--- config.mk ---
export PLATFORM = sky130hd
export DESIGN_NAME = mc_alu_control_unit_flat
export DESIGN_NICKNAME = d
export VERILOG_FILES = /design/src/rtl/mc_alu_control_unit_if.sv /design/src/rtl/mc_alu_control_unit.sv /design/src/flat_wrapper.sv
export SDC_FILE = /design/constraint.sdc
export NUM_CORES = 1
export LEC_CHECK = 0
export CAP_MARGIN = 20
export CORE_MARGIN = 2
export CORE_UTILIZATION = 30
export DETAILED_ROUTE_END_ITERATION = 12
export PLACE_DENSITY = 0.67
export SETUP_SLACK_MARGIN = 0.4
export SYNTH_ARGS = -nofsm -noshare
export SYNTH_HDL_FRONTEND = slang
export SYNTH_SLANG_ARGS = --single-unit
export TNS_END_PERCENT = 5
--- constraint.sdc ---
create_clock -name clk -period 3.4 [get_ports clk]
set_input_delay 0.34 -clock clk [delete_from_list [all_inputs] [get_ports clk]]
set_output_delay 0.34 -clock clk [all_outputs]
set_load 0.005 [all_outputs]
--- src/rtl/mc_alu_control_unit_if.sv ---
// Control bus between the multi-cycle control unit and the memory/datapath side.
//
// Signals:
//   opcode, funct  instruction fields from the instruction register
//   mem_ready      memory completes its access this cycle
//   zero           ALU zero flag
//   state          current controller state (debug)
//   mem_read, mem_write, ir_write, pc_write, pc_write_cond, pc_src,
//   alu_src_b, alu_sel, reg_write, reg_dst, mem_to_reg, illegal, mem_err
//                  datapath/memory controls driven by the control unit
//
// Modports: master = control unit, slave = datapath/memory side.
// SEL_W must match the SEL_W of the control unit bound to this interface.
interface mc_alu_control_unit_if #(
  parameter int unsigned SEL_W = 4
) ();
  logic [5:0]       opcode;
  logic [5:0]       funct;
  logic             mem_ready;
  logic             zero;
  logic [2:0]       state;
  logic             mem_read;
  logic             mem_write;
  logic             ir_write;
  logic             pc_write;
  logic             pc_write_cond;
  logic [1:0]       pc_src;
  logic [1:0]       alu_src_b;
  logic [SEL_W-1:0] alu_sel;
  logic             reg_write;
  logic             reg_dst;
  logic             mem_to_reg;
  logic             illegal;
  logic             mem_err;

  modport master (
    input  opcode, funct, mem_ready, zero,
    output state, mem_read, mem_write, ir_write, pc_write, pc_write_cond, pc_src,
           alu_src_b, alu_sel, reg_write, reg_dst, mem_to_reg, illegal, mem_err
  );

  modport slave (
    output opcode, funct, mem_ready, zero,
    input  state, mem_read, mem_write, ir_write, pc_write, pc_write_cond, pc_src,
           alu_src_b, alu_sel, reg_write, reg_dst, mem_to_reg, illegal, mem_err
  );
endinterface

--- src/rtl/mc_alu_control_unit.sv ---
// Multi-cycle MIPS32 control unit: sequences each instruction through
// FETCH(0) / DECODE(1) / EXEC(2) / MEM(3) / WB(4) and drives the datapath
// enables plus an SEL_W-bit ALU select (bits above [3] are always 0).
// Supports R-type (and/or/add/sub/slt/nor/sll/srl/xor), lw, sw, addi, beq, j.
//
// Ports:
//   clk    rising-edge clock
//   reset  synchronous, active-high; aborts the current instruction
//   bus    mc_alu_control_unit_if.master (instruction fields, mem_ready, zero in;
//          all control outputs out)
//
// Build option: define MEM_TIMEOUT_EN to abort a memory wait (FETCH or MEM) after
// MEM_TIMEOUT cycles of mem_ready=0 with a one-cycle mem_err pulse and a refetch.
// Without it mem_err is tied 0 and the controller waits indefinitely.
module mc_alu_control_unit #(
  parameter int unsigned SEL_W       = 4,
  parameter int unsigned MEM_TIMEOUT = 15,
  parameter int unsigned TO_W        = 4
) (
  input logic                  clk,
  input logic                  reset,
  mc_alu_control_unit_if.master bus
);

  if (SEL_W < 4) begin : g_sel_w_check
    $error("SEL_W must be at least 4");
  end
  if ((64'd1 << TO_W) <= 64'(MEM_TIMEOUT)) begin : g_to_w_check
    $error("TO_W too narrow for MEM_TIMEOUT");
  end

  typedef enum logic [2:0] {
    StFetch  = 3'd0,
    StDecode = 3'd1,
    StExec   = 3'd2,
    StMem    = 3'd3,
    StWb     = 3'd4
  } state_e;

  localparam logic [5:0] OpRtype = 6'b000000;
  localparam logic [5:0] OpLw    = 6'b100011;
  localparam logic [5:0] OpSw    = 6'b101011;
  localparam logic [5:0] OpBeq   = 6'b000100;
  localparam logic [5:0] OpAddi  = 6'b001000;
  localparam logic [5:0] OpJ     = 6'b000010;

  localparam logic [3:0] AluAnd = 4'b0000;
  localparam logic [3:0] AluOr  = 4'b0001;
  localparam logic [3:0] AluAdd = 4'b0010;
  localparam logic [3:0] AluSub = 4'b0110;
  localparam logic [3:0] AluSlt = 4'b0111;
  localparam logic [3:0] AluNor = 4'b1100;
  localparam logic [3:0] AluSll = 4'b1000;
  localparam logic [3:0] AluSrl = 4'b1001;
  localparam logic [3:0] AluXor = 4'b1010;

  // {legal, alu op} for an R-type funct field.
  function automatic logic [4:0] funct_decode(input logic [5:0] f);
    case (f)
      6'b100100: funct_decode = {1'b1, AluAnd};
      6'b100101: funct_decode = {1'b1, AluOr};
      6'b100000: funct_decode = {1'b1, AluAdd};
      6'b100010: funct_decode = {1'b1, AluSub};
      6'b101010: funct_decode = {1'b1, AluSlt};
      6'b100111: funct_decode = {1'b1, AluNor};
      6'b000000: funct_decode = {1'b1, AluSll};
      6'b000010: funct_decode = {1'b1, AluSrl};
      6'b100110: funct_decode = {1'b1, AluXor};
      default:   funct_decode = {1'b0, AluAnd};
    endcase
  endfunction

  state_e           state_q, state_d;
  logic [5:0]       opcode_q, funct_q;
  logic             legal;
  logic [4:0]       fdec_live, fdec_q;
  logic [3:0]       alu_sel4;
  logic [SEL_W-1:0] alu_sel_w;
  logic             timeout;
  logic             mem_read, mem_write, ir_write, pc_write, pc_write_cond;
  logic [1:0]       pc_src, alu_src_b;
  logic             reg_write, reg_dst, mem_to_reg, illegal, mem_err;

`ifdef MEM_TIMEOUT_EN
  logic [TO_W-1:0] to_cnt_q;
  logic            waiting;

  assign waiting = ((state_q == StFetch) || (state_q == StMem)) && !bus.mem_ready;
  // Fires on the MEM_TIMEOUT-th consecutive wait cycle.
  assign timeout = waiting && (to_cnt_q == TO_W'(MEM_TIMEOUT - 1));

  always_ff @(posedge clk) begin
    if (reset) begin
      to_cnt_q <= '0;
    end else if (waiting && !timeout) begin
      to_cnt_q <= to_cnt_q + 1'b1;
    end else begin
      to_cnt_q <= '0;
    end
  end
`else
  assign timeout = 1'b0;
`endif

  assign fdec_live = funct_decode(bus.funct);
  assign fdec_q    = funct_decode(funct_q);

  // Legality is judged on the live fields during DECODE, while they are being latched.
  // Unknown opcode bits fall to the default arm and read as illegal.
  always_comb begin
    case (bus.opcode)
      OpRtype:                         legal = fdec_live[4];
      OpLw, OpSw, OpBeq, OpAddi, OpJ:  legal = 1'b1;
      default:                         legal = 1'b0;
    endcase
  end

  always_comb begin
    state_d       = state_q;
    mem_read      = 1'b0;
    mem_write     = 1'b0;
    ir_write      = 1'b0;
    pc_write      = 1'b0;
    pc_write_cond = 1'b0;
    pc_src        = 2'd0;
    alu_src_b     = 2'd0;
    alu_sel4      = AluAnd;
    reg_write     = 1'b0;
    reg_dst       = 1'b0;
    mem_to_reg    = 1'b0;
    illegal       = 1'b0;
    mem_err       = 1'b0;
    case (state_q)
      StFetch: begin
        mem_read  = 1'b1;
        alu_src_b = 2'd1;
        alu_sel4  = AluAdd;
        if (timeout) begin
          mem_err = 1'b1;
        end else if (bus.mem_ready) begin
          ir_write = 1'b1;
          pc_write = 1'b1;
          state_d  = StDecode;
        end
      end
      StDecode: begin
        alu_src_b = 2'd3;
        alu_sel4  = AluAdd;
        if (legal) begin
          state_d = StExec;
        end else begin
          illegal = 1'b1;
          state_d = StFetch;
        end
      end
      StExec: begin
        case (opcode_q)
          OpRtype: begin
            alu_sel4 = fdec_q[3:0];
            state_d  = StWb;
          end
          OpLw, OpSw, OpAddi: begin
            alu_src_b = 2'd2;
            alu_sel4  = AluAdd;
            state_d   = (opcode_q == OpAddi) ? StWb : StMem;
          end
          OpBeq: begin
            alu_sel4      = AluSub;
            pc_src        = 2'd1;
            pc_write_cond = bus.zero;
            state_d       = StFetch;
          end
          OpJ: begin
            pc_src   = 2'd2;
            pc_write = 1'b1;
            state_d  = StFetch;
          end
          default: state_d = StFetch;
        endcase
      end
      StMem: begin
        mem_read  = (opcode_q == OpLw);
        mem_write = (opcode_q == OpSw);
        if (timeout) begin
          mem_err   = 1'b1;
          mem_write = 1'b0;
          state_d   = StFetch;
        end else if (bus.mem_ready) begin
          state_d = (opcode_q == OpLw) ? StWb : StFetch;
        end
      end
      StWb: begin
        reg_write  = 1'b1;
        reg_dst    = (opcode_q == OpRtype);
        mem_to_reg = (opcode_q == OpLw);
        state_d    = StFetch;
      end
      default: state_d = StFetch;
    endcase
    // An edge with reset high aborts the instruction, so nothing may be committed.
    if (reset) begin
      mem_write     = 1'b0;
      ir_write      = 1'b0;
      pc_write      = 1'b0;
      pc_write_cond = 1'b0;
      reg_write     = 1'b0;
    end
  end

  always_comb begin
    alu_sel_w      = '0;
    alu_sel_w[3:0] = alu_sel4;
  end

  always_ff @(posedge clk) begin
    if (reset) begin
      state_q  <= StFetch;
      opcode_q <= 6'd0;
      funct_q  <= 6'd0;
    end else begin
      state_q <= state_d;
      if (state_q == StDecode) begin
        opcode_q <= bus.opcode;
        funct_q  <= bus.funct;
      end
    end
  end

  assign bus.state         = state_q;
  assign bus.mem_read      = mem_read;
  assign bus.mem_write     = mem_write;
  assign bus.ir_write      = ir_write;
  assign bus.pc_write      = pc_write;
  assign bus.pc_write_cond = pc_write_cond;
  assign bus.pc_src        = pc_src;
  assign bus.alu_src_b     = alu_src_b;
  assign bus.alu_sel       = alu_sel_w;
  assign bus.reg_write     = reg_write;
  assign bus.reg_dst       = reg_dst;
  assign bus.mem_to_reg    = mem_to_reg;
  assign bus.illegal       = illegal;
  assign bus.mem_err       = mem_err;

endmodule

--- src/flat_wrapper.sv ---
// flat-port wrapper written by rule: the top's interface ports become plain ports
module mc_alu_control_unit_flat 
#(
  parameter int unsigned SEL_W       = 4,
  parameter int unsigned MEM_TIMEOUT = 15,
  parameter int unsigned TO_W        = 4
)
  (clk, reset, bus_opcode, bus_funct, bus_mem_ready, bus_zero, bus_state, bus_mem_read, bus_mem_write, bus_ir_write, bus_pc_write, bus_pc_write_cond, bus_pc_src, bus_alu_src_b, bus_alu_sel, bus_reg_write, bus_reg_dst, bus_mem_to_reg, bus_illegal, bus_mem_err);
  mc_alu_control_unit_if #(.SEL_W(SEL_W)) bus_i ();
  input logic clk;
  input logic reset;
  input wire logic [$bits(bus_i.opcode)-1:0] bus_opcode;
  input wire logic [$bits(bus_i.funct)-1:0] bus_funct;
  input wire logic [$bits(bus_i.mem_ready)-1:0] bus_mem_ready;
  input wire logic [$bits(bus_i.zero)-1:0] bus_zero;
  output wire logic [$bits(bus_i.state)-1:0] bus_state;
  output wire logic [$bits(bus_i.mem_read)-1:0] bus_mem_read;
  output wire logic [$bits(bus_i.mem_write)-1:0] bus_mem_write;
  output wire logic [$bits(bus_i.ir_write)-1:0] bus_ir_write;
  output wire logic [$bits(bus_i.pc_write)-1:0] bus_pc_write;
  output wire logic [$bits(bus_i.pc_write_cond)-1:0] bus_pc_write_cond;
  output wire logic [$bits(bus_i.pc_src)-1:0] bus_pc_src;
  output wire logic [$bits(bus_i.alu_src_b)-1:0] bus_alu_src_b;
  output wire logic [$bits(bus_i.alu_sel)-1:0] bus_alu_sel;
  output wire logic [$bits(bus_i.reg_write)-1:0] bus_reg_write;
  output wire logic [$bits(bus_i.reg_dst)-1:0] bus_reg_dst;
  output wire logic [$bits(bus_i.mem_to_reg)-1:0] bus_mem_to_reg;
  output wire logic [$bits(bus_i.illegal)-1:0] bus_illegal;
  output wire logic [$bits(bus_i.mem_err)-1:0] bus_mem_err;
  assign bus_i.opcode = bus_opcode;
  assign bus_i.funct = bus_funct;
  assign bus_i.mem_ready = bus_mem_ready;
  assign bus_i.zero = bus_zero;
  assign bus_state = bus_i.state;
  assign bus_mem_read = bus_i.mem_read;
  assign bus_mem_write = bus_i.mem_write;
  assign bus_ir_write = bus_i.ir_write;
  assign bus_pc_write = bus_i.pc_write;
  assign bus_pc_write_cond = bus_i.pc_write_cond;
  assign bus_pc_src = bus_i.pc_src;
  assign bus_alu_src_b = bus_i.alu_src_b;
  assign bus_alu_sel = bus_i.alu_sel;
  assign bus_reg_write = bus_i.reg_write;
  assign bus_reg_dst = bus_i.reg_dst;
  assign bus_mem_to_reg = bus_i.mem_to_reg;
  assign bus_illegal = bus_i.illegal;
  assign bus_mem_err = bus_i.mem_err;
  mc_alu_control_unit #(.SEL_W(SEL_W), .MEM_TIMEOUT(MEM_TIMEOUT), .TO_W(TO_W)) u_core (.clk(clk), .reset(reset), .bus(bus_i));
endmodule
==> summary.md, run 1 <==
| Metric | Value |
|---|---|
| Worst setup margin | `around 0.52 ns` |
| Iteration-0 DRC Markers | `32` |
| Setup_tns | `0 ns` |
| Layout Nets | `188` |
| Filler Cells Inserted | `334` |
| Overall track demand over capacity in global routing | `0.147` |
| Crit path time final | `2.88 ns` |
| Setup crit end kind | `output pin` |
| Post-CTS Hold Fix Bufs | `0` |
| Register area | `303 sq um` |
| TritonCTS clock tree | `yes` |
| Crit path DAT | `between 2 and 3 ns` |
| Area leader, netlist | `dfxtp_1` |
| Sequential area share after synthesis | `0.300` |
| Pin count of the biggest net entering global routing | `18` |
| Clock Sink Count | `15` |
| IR drop worst, VDD | `between 0.00015 and 0.0002 V` |
| Dpl cell area | `0.00135 sq mm` |
| Synthesized area per cell | `between 7 and 8 sq um` |
| Post-CTS setup buffer count | `0` |
| # DRC | `0` |
| First-pass GRT wire length | `4240 microns` |
| Crit path max-delay cell type | `or4_4` |
| Post-route ant nets | `0` |
| Post-Synthesis Cells | `142` |
| Area of the multi-input gates | `just over 600 sq um` |
| Root Buffer | `clkbuf_4` |
| Most common flop cell mapped by yosys | `dfxtp_1` |
| Number of vias per cell | `5.11` |
| Die area | `0.00382 sq mm` |
| IO Count | `37` |
| Lkg Pwr | `0.000478 uW` |
| Area growth syn-to-layout | `37.8%` |
| Area of the core | `0.00313 sq mm` |
| Syn Nets | `158` |
| CP Max Fanout | `5` |
| Total gr overflow | `0` |
| Number of synthesized flops with an enable pin | `0` |
| Wirelength, routed | `2740 microns` |
| Die X | `61.8 microns` |
| Pwr per Cell Area | `273 mW/mm^2` |
| Post-route cell area | `roughly 0.0014 sq mm` |
| Top-count cell post-synth | `nand2_1` |
| Slew margin rel. | `0.560` |
| Die height | `61.8 microns` |
| Final Max Tran Viols | `0` |
| Ys async rst share | `0` |
| Crit Path Class | `reg -> out` |
| Initial antenna violation count | `0` |
| H-tree Lvls | `1` |
| Hpwl dp | `2050 microns` |
| WHS | `0.463 ns` |
| Syn. warnings | `0` |
| Synth top area share | `0.300` |
| Number of global-route vias before repair | `1000` |
| Num rows | `20` |
| Initial Utilization | `0.320` |
| Final setup vio count | `0` |
| Cell with the most instances on the worst path | `or4_4` |
| Worst Tran Pin Value | `0.658 ns` |
| N_diodes | `0` |
| Cell variety after synth | `41` |
| GPL Wtd Cong | `0.818` |
| Port buffer count | `35` |
| Cells along the critical path | `or4_4, or4_4, o31ai_1, clkdlybuf4s50_1` |
| Setup WS pre-CTS | `0.735 ns` |
| Outcome | `completed` |
| Hold crit path type | `reg -> reg` |
| CP Data Required Time | `roughly 3.1 ns` |
| Total power | `377 uW` |
| Crit start category | `flip-flop` |
| Synth top area cells | `dfxtp_1, nand2_1, a21oi_1` |
| Commonest cells post-synth | `nand2_1, dfxtp_1, nor2_1` |
| Final Skew | `0.00894 ns` |
| CTS Buf Count | `3` |
| Yosys reg bits | `15` |
| First-pass DRT Iterations | `4` |
| Via Count | `1098` |
| CP peak stage delay | `0.59 ns` |
| Routed WL per cell | `12.7 microns` |
| Maximum buffer depth of the clock tree | `2` |
| Final Hold Fails | `0` |
| Layout cells sized above 1 | `0.0819` |
| RSZ-0062 raised after global routing | `false` |
| Synth Cell Area | `around 0.001 sq mm` |
| Latest clock arrival within the worst-skew pair | `0.28 ns` |
| FMAX | `0.347 GHz` |
| Final Cycle Share | `0.847` |
| Clock transition at the registers of the reported paths | `0.09 ns` |
| Max-cap violations | `0` |
worst max-delay path, delay by kind of cell, from the launching register on:
family	cells	cell delay [ns]
and+or+nand+nor	2	1.11
DFF	1	0.35
AOI/OAI and AO/OA	1	0.26
buffers and inverters	1	0.54
cell type report:
cell class	count	area share
Tap cell	44	0.0399
Inverter	6	0.0163
Timing Repair Buffer	35	0.254
Clock inverter	1	0.00362
Clock buffer	3	0.0163
Multi-Input combinational cell	111	0.451
Sequential cell	15	0.219
cells in the final DEF (no fill, tap or decap), types with 5 or more instances in the layout:
master and count:
clkdlybuf4s50_1 35, nand2_1 31, nor2_1 14, a21oi_1 13
dfxtp_1 13, nor3_1 8, inv_1 6, o21ai_0 5
per-stage QoR:
stage          cells   util
6_report         215  0.442
5_1_grt          215  0.442
4_1_cts          215  0.441
3_5_place_dp     211  0.432
3_3_place_gp     211  0.432
2_1_floorplan    142      -
flip-flops by register name, summed over array words and instances (netlist names):
name / count
u_core.funct_q: 6
u_core.opcode_q: 6
u_core.bus.state: 3
where the power goes:
part	internal, uW	leakage (uW)	switching [uW]
Clock	43.6	0.0000177	56.2
Sequential	184	0.000123	13.4
Combinational	43.1	0.000337	36.9
Total	270	0.000478	106
what timing repair did:
action,in CTS,in global routing
gates resized for setup,0,2
endpoints found under the setup margin,0,3
endpoints found under the hold margin,0,0
path summary, 6_finish.rpt:
kind	start	cells past startpoint	slack, ns	to
hold / removal	u_core.funct_q[4]	2	0.46	u_core.funct_q[4]
hold reg to reg	u_core.funct_q[4]	2	0.46	u_core.funct_q[4]
setup / recovery	u_core.opcode_q[5]	4	0.52	bus_alu_sel[1]
setup reg to reg	u_core.bus.state[2]	4	1.70	u_core.bus.state[1]
layer usage:
| layer | GRT usage | vias to the layer above | part of all wire |
|---|---|---|---|
| li1 | - | 558 | - |
| met1 | 0.193 | 506 | 0.49 |
| met2 | 0.245 | 32 | 0.44 |
| met3 | 0.0186 | 2 | 0.059 |
| met4 | 0.0547 | 0 | 0.0055 |
| met5 | 0 | - | 0 |
kinds of logic (layout without fill, tap and decap cells):
family,Yosys count,in the layout,synth area share
adder cells (fa/ha/maj),1,1,0.00999
AO/OA/AOI/OAI,35,35,0.223
XOR/XNOR,1,1,0.00874
flip-flops,15,15,0.300
AND/OR/NAND/NOR,73,73,0.376
buffers and inverters,16,45,0.0786
other,1,1,0.00374
Note: power is estimated with default switching activity, not from simulation.
==> inputs of run 2 (changes only) <==
Settings changed: PLACE_DENSITY 0.67 to 0.69.
Clock period 3.4 ns to 2.5 ns, I/O delays scaled along.
==> summary.md, run 2 (synthesis results as in run 1) <==
| Metric | Value |
|---|---|
| Outcome | `completed` |
| Crit path DAT | `~2.1 ns` |
| Final Skew | `around 0.0084 ns` |
| FMAX | `0.419 GHz` |
| Die height | `61.8 microns` |
| Setup_tns | `0 ns` |
| Latest clock arrival within the worst-skew pair | `approximately 0.28 ns` |
| R2R cell count | `5` |
| Iteration-0 DRC Markers | `between 40 and 50` |
| Pwr per Cell Area | `350 mW/mm^2` |
| GPL Wtd Cong | `0.843` |
| Pin count of the biggest net entering global routing | `15` |
| H-tree Lvls | `1` |
| Final Cycle Share | `0.956` |
| Crit start category | `flip-flop` |
| Total gr overflow | `0` |
| Pint | `381 uW` |
| Post-route ant nets | `0` |
| End of the critical path | `bus_alu_sel[1]` |
| IR drop worst, VDD | `0.000156 V` |
| TritonCTS clock tree | `yes` |
| CP Max Fanout | `3` |
| R2R Path Start | `u_core.opcode_q[2]` |
| Die area | `around 0.0038 sq mm` |
| Net Switching | `roughly 150 uW` |
| First-pass DRT Iterations | `4` |
| Combinational Power Share | `0.251` |
| Clock Sink Count | `15` |
| Hpwl dp | `~2100 microns` |
| Dpl cell area | `0.00144 sq mm` |
| Maximum buffer depth of the clock tree | `2` |
| Post-route cell area | `0.00152 sq mm` |
| Via Count | `1200` |
| Reg2reg end | `u_core.bus.state[1]` |
| IO Count | `37` |
| # DRC | `0` |
| Number of global-route vias before repair | `1080` |
| Sw Ratio | `0.282` |
| Final Max Tran Viols | `0` |
| N_diodes | `0` |
| Layout cells sized above 1 | `0.212` |
| RSZ-0062 raised after global routing | `true` |
| Clock transition at the registers of the reported paths | `about 0.090 ns` |
| Crit path time final | `2.39 ns` |
| Total power | `531 uW` |
| Crit path max-delay cell type | `or4b_4` |
| Setup WS pre-CTS | `0.0301 ns` |
| Hold crit path type | `reg -> reg` |
| Worst setup margin | `0.111 ns` |
| CTS Buf Count | `3` |
| Initial antenna violation count | `0` |
| CP peak stage delay | `0.54 ns` |
| Final setup vio count | `0` |
| Worst Setup SP | `u_core.opcode_q[2]` |
| Initial Utilization | `0.320` |
| Flop2flop setup slack | `0.86 ns` |
| Clock share of power | `0.254` |
| Setup crit end kind | `output pin` |
| Leading cell type in the layout, fill and taps excluded | `nand2_1` |
| Area of the core | `0.00313 sq mm` |
| Final Hold Fails | `0` |
| Routed WL per cell | `12.3 microns` |
| Lkg Pwr | `0.000590 uW` |
| Most frequent cells in the layout | `nand2_1, clkdlybuf4s50_1, buf_4` |
| Crit Path Class | `reg -> out` |
| Overall track demand over capacity in global routing | `0.158` |
| Number of vias per cell | `around 5` |
| Sequential group share of total power | `0.495` |
| Cells along the critical path | `or4b_4, or4_4, buf_6, o31ai_2, buf_2` |
| Area growth syn-to-layout | `51.3%` |
| First-pass GRT wire length | `4580 microns` |
| Max-cap violations | `0` |
| Wirelength, routed | `between 2000 and 3000 microns` |
| Port buffer count | `35` |
| Root Buffer | `clkbuf_4` |
| Num rows | `20` |
| Die X | `61.8 microns` |
| CP Data Required Time | `2.25 ns` |
| Layout Nets | `206` |
==> run 2: changes by cell type in the layout (fill, tap and decap cells not counted), moves of 2 or more <==
cell	change
o31ai_2	+2
buf_4	+17
clkdlybuf4s50_1	-7
dlygate4sd2_1	+3
buf_2	+4
o31ai_1	-2
==> run 2: repair_timing <==
action / 4_1_cts / 5_1_grt
pin swaps: 6 / 0
setup endpoints to repair: 13 / 14
gates resized for setup: 25 / 0
hold buffers: 0 / 0
buffers inserted: 6 / 0
==> run 2: layout make-up <==
cell class,count,area (sq um)
fill,323,1610
multi-input combinational,111,643
timing repair buffer,53,465
sequential,15,303
tap,44,55.1
clock buffer,3,22.5
inverter,6,22.5
clock inverter,1,5.00
==> run 2: metal layers <==
metal,share of wire,track usage,up-vias
met5,0,0,-
met4,0.011,0.0638,0
met3,0.088,0.0248,4
met2,0.47,0.259,59
met1,0.43,0.207,541
li1,-,-,596
==> run 2: worst min-delay path by stage <==
stage,startpoint,to,slack [ns],cells past startpoint
CTS,u_core.funct_q[4],u_core.funct_q[4],0.47,2
finish,u_core.funct_q[4],u_core.funct_q[4],0.46,2
floorplan,bus_mem_ready,u_core.bus.state[0],0.35,1
global route,u_core.funct_q[4],u_core.funct_q[4],0.49,2
detailed placement,u_core.funct_q[4],u_core.funct_q[4],0.45,2
global placement,u_core.funct_q[4],u_core.funct_q[4],0.45,2
==> run 2: through the flow <==
step           instances  hold slack, ns  utilization
3_5_place_dp         223           0.453        0.461
4_1_cts              233           0.466        0.485
2_1_floorplan        142           0.348            -
3_3_place_gp         223           0.454        0.461
5_1_grt              233           0.494        0.485
6_report             233           0.463        0.485
==> run 2: power groups by stage <==
stage	registers [uW]	clock network [uW]	logic, uW
6_report	263	135	133
3_5_place_dp	268	0	125
2_1_floorplan	264	0	63.6
4_1_cts	262	140	132
3_3_place_gp	267	0	122
5_1_grt	265	149	146
==> run 2: worst max-delay path, delay by kind of cell (launching register included) <==
kind                   cells  cell delay (ns)
AOI/OAI and AO/OA          1             0.21
buffers and inverters      2             0.29
DFF                        1             0.32
and+or+nand+nor            2             1.05
